**src/rtl/alu_pkg.sv**
```systemverilog
// Shared types and flag derivation for the ALU result stage.
// Opcode map, the {z,n,c,v} status record and the per-opcode flag rules.
package alu_pkg;

    localparam int ALU_WIDTH = 16;

    typedef enum logic [2:0] {
        OP_ADD  = 3'b000,
        OP_INC  = 3'b001,
        OP_SUB  = 3'b010,
        OP_DEC  = 3'b011,
        OP_ZERO = 3'b100,
        OP_OR   = 3'b101,
        OP_AND  = 3'b110,
        OP_XOR  = 3'b111
    } alu_op_e;

    typedef struct packed {
        logic z;
        logic n;
        logic c;
        logic v;
    } flags_t;

    // Carry is only meaningful for arithmetic ops; for SUB/DEC a set carry means "no borrow".
    function automatic flags_t calc_flags(
        input alu_op_e                op,
        input logic [ALU_WIDTH-1:0]   a,
        input logic [ALU_WIDTH-1:0]   b,
        input logic [ALU_WIDTH-1:0]   y,
        input logic                   carry
    );
        flags_t f;
        f.z = (y == {ALU_WIDTH{1'b0}});
        f.n = y[ALU_WIDTH-1];
        f.c = 1'b0;
        f.v = 1'b0;
        case (op)
            OP_ADD: begin
                f.c = carry;
                f.v = (a[ALU_WIDTH-1] == b[ALU_WIDTH-1]) && (y[ALU_WIDTH-1] != a[ALU_WIDTH-1]);
            end
            OP_INC: begin
                f.c = carry;
                f.v = (a == {1'b0, {(ALU_WIDTH-1){1'b1}}});
            end
            OP_SUB: begin
                f.c = carry;
                f.v = (a[ALU_WIDTH-1] != b[ALU_WIDTH-1]) && (y[ALU_WIDTH-1] != a[ALU_WIDTH-1]);
            end
            OP_DEC: begin
                f.c = carry;
                f.v = (a == {1'b1, {(ALU_WIDTH-1){1'b0}}});
            end
            default: begin
                f.c = 1'b0;
                f.v = 1'b0;
            end
        endcase
        return f;
    endfunction

endpackage

```
**src/rtl/alu_flag_fifo.sv**
```systemverilog
// DEPTH x DW synchronous FIFO with occupancy output, async reset and sync clear.
// Full/empty come from the level register so they never depend on same-cycle handshakes.
module alu_flag_fifo #(
    parameter int DEPTH = 4,
    parameter int DW    = 20
) (
    input  logic                     clk,
    input  logic                     rst_n,
    input  logic                     clear,
    input  logic                     push,
    input  logic                     pop,
    input  logic [DW-1:0]            wdata,
    output logic [DW-1:0]            rdata,
    output logic                     full,
    output logic                     empty,
    output logic [$clog2(DEPTH):0]   level
);

    localparam int AW = $clog2(DEPTH);
    localparam logic [AW-1:0] PTR_ONE  = AW'(1);
    localparam logic [AW:0]   LVL_ONE  = (AW+1)'(1);
    localparam logic [AW:0]   LVL_FULL = (AW+1)'(DEPTH);

    logic [DW-1:0] mem_r [DEPTH];
    logic [AW-1:0] wr_ptr_r;
    logic [AW-1:0] rd_ptr_r;
    logic [AW:0]   level_r;
    logic          wr_en_s;
    logic          rd_en_s;

    // Qualify requests against occupancy; clear wins over both.
    always_comb begin
        wr_en_s = push & ~full & ~clear;
        rd_en_s = pop & ~empty & ~clear;
    end

    assign full  = (level_r == LVL_FULL);
    assign empty = (level_r == {(AW+1){1'b0}});
    assign level = level_r;
    assign rdata = mem_r[rd_ptr_r];

    // Entry storage; zeroed on reset so the head reads as zero afterwards.
    always_ff @(posedge clk or negedge rst_n) begin
        if (!rst_n) begin
            for (int i = 0; i < DEPTH; i++) begin
                mem_r[i] <= {DW{1'b0}};
            end
        end else if (wr_en_s) begin
            mem_r[wr_ptr_r] <= wdata;
        end
    end

    // Pointers wrap naturally at the power-of-two depth; level separates full from empty.
    always_ff @(posedge clk or negedge rst_n) begin
        if (!rst_n) begin
            wr_ptr_r <= {AW{1'b0}};
            rd_ptr_r <= {AW{1'b0}};
            level_r  <= {(AW+1){1'b0}};
        end else if (clear) begin
            wr_ptr_r <= {AW{1'b0}};
            rd_ptr_r <= {AW{1'b0}};
            level_r  <= {(AW+1){1'b0}};
        end else begin
            if (wr_en_s) begin
                wr_ptr_r <= wr_ptr_r + PTR_ONE;
            end
            if (rd_en_s) begin
                rd_ptr_r <= rd_ptr_r + PTR_ONE;
            end
            case ({wr_en_s, rd_en_s})
                2'b10:   level_r <= level_r + LVL_ONE;
                2'b01:   level_r <= level_r - LVL_ONE;
                default: level_r <= level_r;
            endcase
        end
    end

endmodule

```
**src/rtl/alu_result_stage.sv**
```systemverilog
// ALU result capture stage: derives Z/N/C/V, buffers {flags,result} for writeback,
// and tracks a sticky signed-overflow flag plus a count of delivered results.
module alu_result_stage
    import alu_pkg::*;
#(
    parameter int WIDTH = ALU_WIDTH,
    parameter int DEPTH = 4
) (
    input  logic                     clk,
    input  logic                     rst_n,
    input  logic                     in_valid,
    output logic                     in_ready,
    input  logic [2:0]               in_op,
    input  logic [WIDTH-1:0]         in_a,
    input  logic [WIDTH-1:0]         in_b,
    input  logic [WIDTH-1:0]         in_y,
    input  logic                     in_carry,
    output logic                     out_valid,
    input  logic                     out_ready,
    output logic [WIDTH-1:0]         out_y,
    output logic [3:0]               out_flags,
    output logic [$clog2(DEPTH):0]   level,
    output logic                     ovf_sticky,
    output logic [15:0]              res_count,
    input  logic                     clear
);

    flags_t               flags_s;
    logic                 push_s;
    logic                 pop_s;
    logic                 full_s;
    logic                 empty_s;
    logic [WIDTH+3:0]     wdata_s;
    logic [WIDTH+3:0]     rdata_s;
    logic                 ovf_sticky_r;
    logic [15:0]          res_count_r;

    // Flag derivation and handshake qualification for the incoming result.
    always_comb begin
        flags_s = calc_flags(alu_op_e'(in_op), in_a, in_b, in_y, in_carry);
        push_s  = in_valid & ~full_s;
        pop_s   = out_ready & ~empty_s;
        wdata_s = {flags_s, in_y};
    end

    alu_flag_fifo #(
        .DEPTH (DEPTH),
        .DW    (WIDTH + 4)
    ) u_fifo (
        .clk   (clk),
        .rst_n (rst_n),
        .clear (clear),
        .push  (push_s),
        .pop   (pop_s),
        .wdata (wdata_s),
        .rdata (rdata_s),
        .full  (full_s),
        .empty (empty_s),
        .level (level)
    );

    assign in_ready   = ~full_s;
    assign out_valid  = ~empty_s;
    assign out_y      = rdata_s[WIDTH-1:0];
    assign out_flags  = rdata_s[WIDTH+3:WIDTH];
    assign ovf_sticky = ovf_sticky_r;
    assign res_count  = res_count_r;

    // Sticky overflow: any accepted entry with V set; a push discarded by clear does not count.
    always_ff @(posedge clk or negedge rst_n) begin
        if (!rst_n) begin
            ovf_sticky_r <= 1'b0;
        end else if (clear) begin
            ovf_sticky_r <= 1'b0;
        end else if (push_s && flags_s.v) begin
            ovf_sticky_r <= 1'b1;
        end
    end

    // Delivered-result counter, free-running wrap at 16 bits.
    always_ff @(posedge clk or negedge rst_n) begin
        if (!rst_n) begin
            res_count_r <= 16'd0;
        end else if (clear) begin
            res_count_r <= 16'd0;
        end else if (pop_s) begin
            res_count_r <= res_count_r + 16'd1;
        end
    end

endmodule

```
**config.mk**
```make
export PLATFORM = sky130hd
export DESIGN_NAME = alu_result_stage
export DESIGN_NICKNAME = d
export VERILOG_FILES = /design/src/rtl/alu_pkg.sv /design/src/rtl/alu_flag_fifo.sv /design/src/rtl/alu_result_stage.sv
export SDC_FILE = /design/constraint.sdc
export NUM_CORES = 1
export LEC_CHECK = 0
export CAP_MARGIN = 0
export CORE_MARGIN = 2
export CORE_UTILIZATION = 45
export DETAILED_ROUTE_END_ITERATION = 16
export GPL_TIMING_DRIVEN = 0
export PLACE_DENSITY_LB_ADDON = 0.15
export SLEW_MARGIN = 20
export SYNTH_ARGS = -nofsm -noshare
export SYNTH_HDL_FRONTEND = slang
export SYNTH_SLANG_ARGS = --single-unit
export TNS_END_PERCENT = 50
```
**constraint.sdc**
```tcl
create_clock -name clk -period 3.6 [get_ports clk]
set_input_delay 1.08 -clock clk [delete_from_list [all_inputs] [get_ports clk]]
set_output_delay 1.08 -clock clk [all_outputs]
set_load 0.03 [all_outputs]
```
Word-level counts from Yosys, hierarchy flattened
Index checks and enable logic that the tools add are counted.
- bitwise gates (word level): 11
- order comparisons: 3
- add/sub/neg operators: 5
- reductions and logical operators: 12
- eq/ne operators: 11
- multiplexer cells: 17
- operators by type and width (kind ; count):
    bitwise mux 80 bit ; 1
    2-to-1 mux 20 bit ; 3
    binary-select mux 20 bit (select 2 bit) ; 1
    demux 20 bit (select 2 bit) ; 1
    2-to-1 mux 16 bit ; 2
    adder 16 x 1 -> 16 bit (second input constant) ; 1
    == test 16 x 15 -> 1 bit (second input constant) ; 1
    == test 16 bit (second input constant) ; 1
    logical NOT 16 bit ; 1
    2-to-1 mux 2 bit ; 4
    one-hot mux 2 bit (4 select lines) ; 1
    nonzero test 2 bit ; 4
    bitwise AND 1 bit ; 6
    == test 3 x 2 -> 1 bit (second input constant) ; 2
    >= comparator 3 bit (second input constant) ; 2
    logical NOT 3 bit ; 2
    NOT 2 -> 3 bit ; 2
    one-hot mux 3 bit (2 select lines) ; 1
    adder 2 x 1 -> 2 bit (second input constant) ; 2
    logical AND 1 bit ; 4
    adder 3 x 1 -> 3 bit (second input constant) ; 1
    == test 3 x 1 -> 1 bit (second input constant) ; 1
    == test 3 bit (second input constant) ; 1
    less-than comparator 3 x 1 -> 1 bit (second input constant) ; 1
    other kinds (9) ; 13
- output and inout port bits: 42
- register bits: 104
- logic and storage cells: 68

Longest topological paths before layout
- word-level depth: 8
- mapped depth: 7
- mapped depth without buffers: 6

Modules after synthesis
From an unflattened synthesis, not the netlist that was laid out.
- cell total of the unflattened synthesis: 370
- area total of the unflattened synthesis: 5054.8 µm²
- by module, submodules not included (module ; times used ; area each (µm²) ; cells an instance):
    alu_flag_fifo ; 1 ; 4022.6 ; 254
    alu_result_stage ; 1 ; 1032.2 ; 116

Worst setup path after synthesis
No wires, ideal clock.
- path kind: input to register
- start: input port clear
- end: register u_fifo.level_r[2] (netlist: u_fifo.level[2])
- data arrival time: 2586 ps
- setup time: 125 ps
- cell stages on the path: 6
- path slack: 890 ps
- buffers on the path: 2
- path through: clkbuf_1 -> clkbuf_1 -> nor2_1 -> fa_1 -> mux2i_1 -> mux2_2
- cells in the longest elaborated chain, start to end: 5
- elaborated cells on any way between the ends: 8
- RTL lines (item ; line ; RTL):
    start, declared ; alu_result_stage.sv:25 ; input logic clear
    NOT 1 bit ; alu_flag_fifo.sv:33, alu_flag_fifo.sv:34 ;
    bitwise AND 1 bit (on tied branches) ; alu_flag_fifo.sv:34, alu_flag_fifo.sv:33 ;
    == test 2 x 1 -> 1 bit / == test 2 bit (equally long branches) ; alu_flag_fifo.sv:70 ; case ({wr_en_s, rd_en_s})
    one-hot mux 3 bit (2 select lines) ; alu_flag_fifo.sv:70 ;
    2-to-1 mux 3 bit ; alu_flag_fifo.sv:59 ; end else if (clear) begin
    end signal, assigned ; alu_flag_fifo.sv:58 ; level_r <= {(AW+1){1'b0}};
    end signal, assigned ; alu_flag_fifo.sv:71 ; 2'b10: level_r <= level_r + LVL_ONE;
    end signal, assigned ; alu_flag_fifo.sv:72 ; 2'b01: level_r <= level_r - LVL_ONE;
    end, declared ; alu_flag_fifo.sv:27 ; logic [AW:0] level_r;
Parallel ways exist; a longest one is shown, timed or not.
A chain may end at the register's enable or synchronous reset.

Worst setup path in the final report
- start: register u_fifo.rd_ptr_r[0]
- end: output port out_y[15]
- cells in the longest elaborated chain, start to end: 4
- RTL lines (item ; line ; RTL):
    start, declared ; alu_flag_fifo.sv:26 ; logic [AW-1:0] rd_ptr_r;
    start signal, assigned ; alu_flag_fifo.sv:57 ; rd_ptr_r <= {AW{1'b0}};
    start signal, assigned ; alu_flag_fifo.sv:61 ; rd_ptr_r <= {AW{1'b0}};
    start signal, assigned ; alu_flag_fifo.sv:68 ; rd_ptr_r <= rd_ptr_r + PTR_ONE;
    NOT 2 -> 3 bit (not written as such) ; alu_flag_fifo.sv:40 ; assign rdata = mem_r[rd_ptr_r];
    binary-select mux 20 bit (select 2 bit) ; alu_flag_fifo.sv:40 ;
    2-to-1 mux 20 bit (not written as such) (2 in series) ; alu_flag_fifo.sv:40 ;
    end, declared ; alu_result_stage.sv:20 ; output logic [WIDTH-1:0] out_y,
No other way between the ends. The select of a mux whose other input is x is not followed.

==> impl_metrics.tcl <==
set metrics [dict create \
    worstPathArrival_ns 2.41 \
    htree_num_levels 3 \
    grt_pass1_wl_um 16500 \
    grtUsageTotal 0.185 \
    ys_warn_count 0 \
    p_leak_nw 2.58 \
    rsz0062_at_grt "false" \
    syn_area_per_cell_um2 13.3 \
    hp-start "u_fifo.mem_r[79]" \
    endpoint_kind "primary output" \
    clk_pin_slew_ns 0.09 \
    netlist_area_um2 4840 \
    antenna_left 0 \
    hold_violations 0 \
    die-area_um2 11600 \
    relSlewSlack 0.554 \
    finalCritPeriodShare 0.968 \
    hpwl_um 6920 \
    clock_latency_ns 0.36 \
    post_cts_resized 0 \
    grt_max_degree 69 \
    tritoncts "yes" \
    cts.sinks 100 \
    placed_cells 583 \
    worst_pin_slew_ns 0.659 \
    p_per_area_nw_per_um2 654 \
    fin_skew_ns 0.0143 \
    n_fill_cell 878 \
    synth.distinct_cells 40 \
    drv_slew 0 \
    hold_buffers 0 \
    drtIter0Drc 97 \
    route.detailed.drc 0 \
    grt.overflow.total 0 \
    max_freq_mhz 287 \
    min_to "u_fifo.mem_r[79]" \
    fp.coreArea_um2 10400 \
    cap_violations 0 \
    num_rows 37 \
    cp-start-kind "register" \
    whs_ns 0.492 \
    post-cts-setup-buffer-count 0 \
    vdd_ir_drop_max_uv 307 \
    diodes 0 \
    layout-drive-gt1-share 0.279 \
    status "finished clean" \
    min_period_ns 3.49 \
    rrSetupSlack_ns 1.36 \
    vias 3265 \
    r2r-end "u_fifo.level[2]" \
    setup_viol 0 \
    grt_antenna_before_repair 0 \
    clock_path_buffers 2 \
    cts_buffers 9 \
    synthToLayoutAreaGrowth_pct 25.4 \
    hold_path.class "reg -> reg" \
    routed_wirelength_um 9950 \
    routed_via_density 5.45 \
    ys_ff_latch 100 \
    portBuffers 83 \
    wl_per_cell_um 16.6 \
    crit_type "reg -> out" \
    gp_congestion 0.745 \
    setup_tns_ns 0 \
    dr.pass1.iters 4 \
    dieWidth_um 108 \
    io-pin-count 99 \
    start_util 0.466 \
    die_h_um 108 \
    cts-root-buf "clkbuf_8" \
    reg2reg_depth 7 \
    r2r-start "u_fifo.level[0]" \
    grt_pass1_vias 3296 \
    synth_seq_area_share 0.517 \
    final_cell_count_no_fill 599 \
    final_net_count 521 \
    crit_path_max_fanout 10 \
    syn_inst 363 \
    holdPathStages 2 \
    synth_nets 426 \
    crit_required_ns 2.52 \
]
state kept, by name, summed over array words and instances (netlist names):
register	flops
u_fifo.mem_r	76
res_count	16
u_fifo.level	3
u_fifo.rd_ptr_r	2
u_fifo.wr_ptr_r	2
ovf_sticky	1
layout make-up:
cell class              instances  area [um^2]  share of cell area
clock inverters                 7         73.8              0.0122
flip-flops and latches        100         2500               0.413
multi-input cells             238         2200               0.363
repair buffers                 84          860               0.142
inverters                       8         30.0             0.00495
clock buffers                   9          124              0.0204
plain buffers                  17          104              0.0171
well taps                     136          170              0.0281
layer usage:
layer  wire length (um)  global-route usage  vias up  part of all wire
met5                  0                   0        -                 0
met1               4530               0.255     1651              0.45
li1                   -                   -     1530                 -
met4                 87              0.0495        0            0.0087
met3                398              0.0406        8             0.040
met2               4940               0.299       76              0.50
placed cells by master (no fill, tap or decap), types with 7 or more instances in the layout:
cell type | synthesis | layout
dfrtp_1 | 100 | 100
clkdlybuf4s50_1 | 0 | 82
mux2_2 | 72 | 72
nor2_1 | 20 | 20
mux4_2 | 19 | 19
a21oi_1 | 13 | 13
nand2_1 | 13 | 13
nand4_1 | 11 | 11
buf_4 | 10 | 10
nand3_1 | 9 | 9
clkbuf_8 | 0 | 9
inv_1 | 7 | 7
o21ai_0 | 7 | 7
nor2b_1 | 7 | 7
xnor2_1 | 7 | 7
mux2i_1 | 7 | 7
nor4_1 | 7 | 7
kinds of logic (layout without fill, tap and decap cells):
family	after synthesis	in the layout	synth area share
flops	100	100	0.517
mux	98	98	0.271
simple gates	91	91	0.106
compound gates	30	30	0.0380
buf+inv	25	125	0.0277
xor+xnor	13	13	0.0235
fa+ha+maj	6	6	0.0171
cells in the mapped netlist:
cell type,n,area share
ha_1,5,0.013
nand4_1,11,0.014
nor4_1,7,0.0091
buf_4,10,0.016
xor2_1,6,0.011
nor3_1,6,0.0062
nand3_4,1,0.0036
clkbuf_1,5,0.0039
a21boi_2,1,0.0023
o31ai_1,2,0.0031
dfrtp_1,100,0.52
nor2b_1,7,0.0091
nor3_4,1,0.0034
xnor2_1,7,0.013
and2_1,1,0.0013
o311a_2,1,0.0023
o21a_1,1,0.0016
o21ai_1,1,0.0010
o31a_1,1,0.0018
a32oi_1,1,0.0018
o21ai_0,7,0.0072
inv_1,7,0.0054
nor3b_4,1,0.0039
nand3_1,9,0.0093
buf_2,2,0.0021
nand3b_1,2,0.0031
nand2b_1,2,0.0026
nor2_1,20,0.016
mux2i_1,7,0.014
mux4_2,19,0.088
mux2_2,72,0.17
or3_2,2,0.0031
o311ai_1,1,0.0018
a21oi_1,13,0.013
nand2_1,13,0.010
or4_1,4,0.0062
a22oi_1,1,0.0016
fa_1,1,0.0041
inv_2,1,0.00078
and3_1,4,0.0052
worst max-delay path by stage:
stage	startpoint	slack, ns	depth (start not counted)	end
after floorplan	clear	0.89	6	u_fifo.level[2]
after global placement	rst_n	-2.32	1	res_count[7]
after detailed placement	clear	-0.03	7	u_fifo.level[2]
after CTS	u_fifo.rd_ptr_r[0]	0.06	4	out_y[15]
after global routing	u_fifo.rd_ptr_r[0]	0.004	4	out_y[15]
final	u_fifo.rd_ptr_r[0]	0.11	4	out_y[15]
metrics by stage:
step / utilization / setup slack (ns) / total power [mW] / area (um^2)
after floorplan: - / 0.890 / 2.73 / 4840
after global placement: 0.563 / -2.32 / 3.24 / 5840
after detailed placement: 0.566 / -0.0325 / 3.29 / 5870
after CTS: 0.585 / 0.0576 / 4.01 / 6060
after global routing: 0.585 / 0.00356 / 4.20 / 6060
final: 0.585 / 0.115 / 3.96 / 6060
critical path, cell delays in order (launching register included):
cell and delay (ns):
dfrtp_1 0.41, buf_2 0.35, mux4_2 0.57, buf_4 0.15, clkdlybuf4s50_1 0.58
report_power, final:
part           switching (mW)  internal (mW)
registers               0.193           1.48
clock network           0.395          0.325
logic                   0.722          0.850
total                    1.31           2.66
Note: power is estimated with default switching activity, not from simulation.
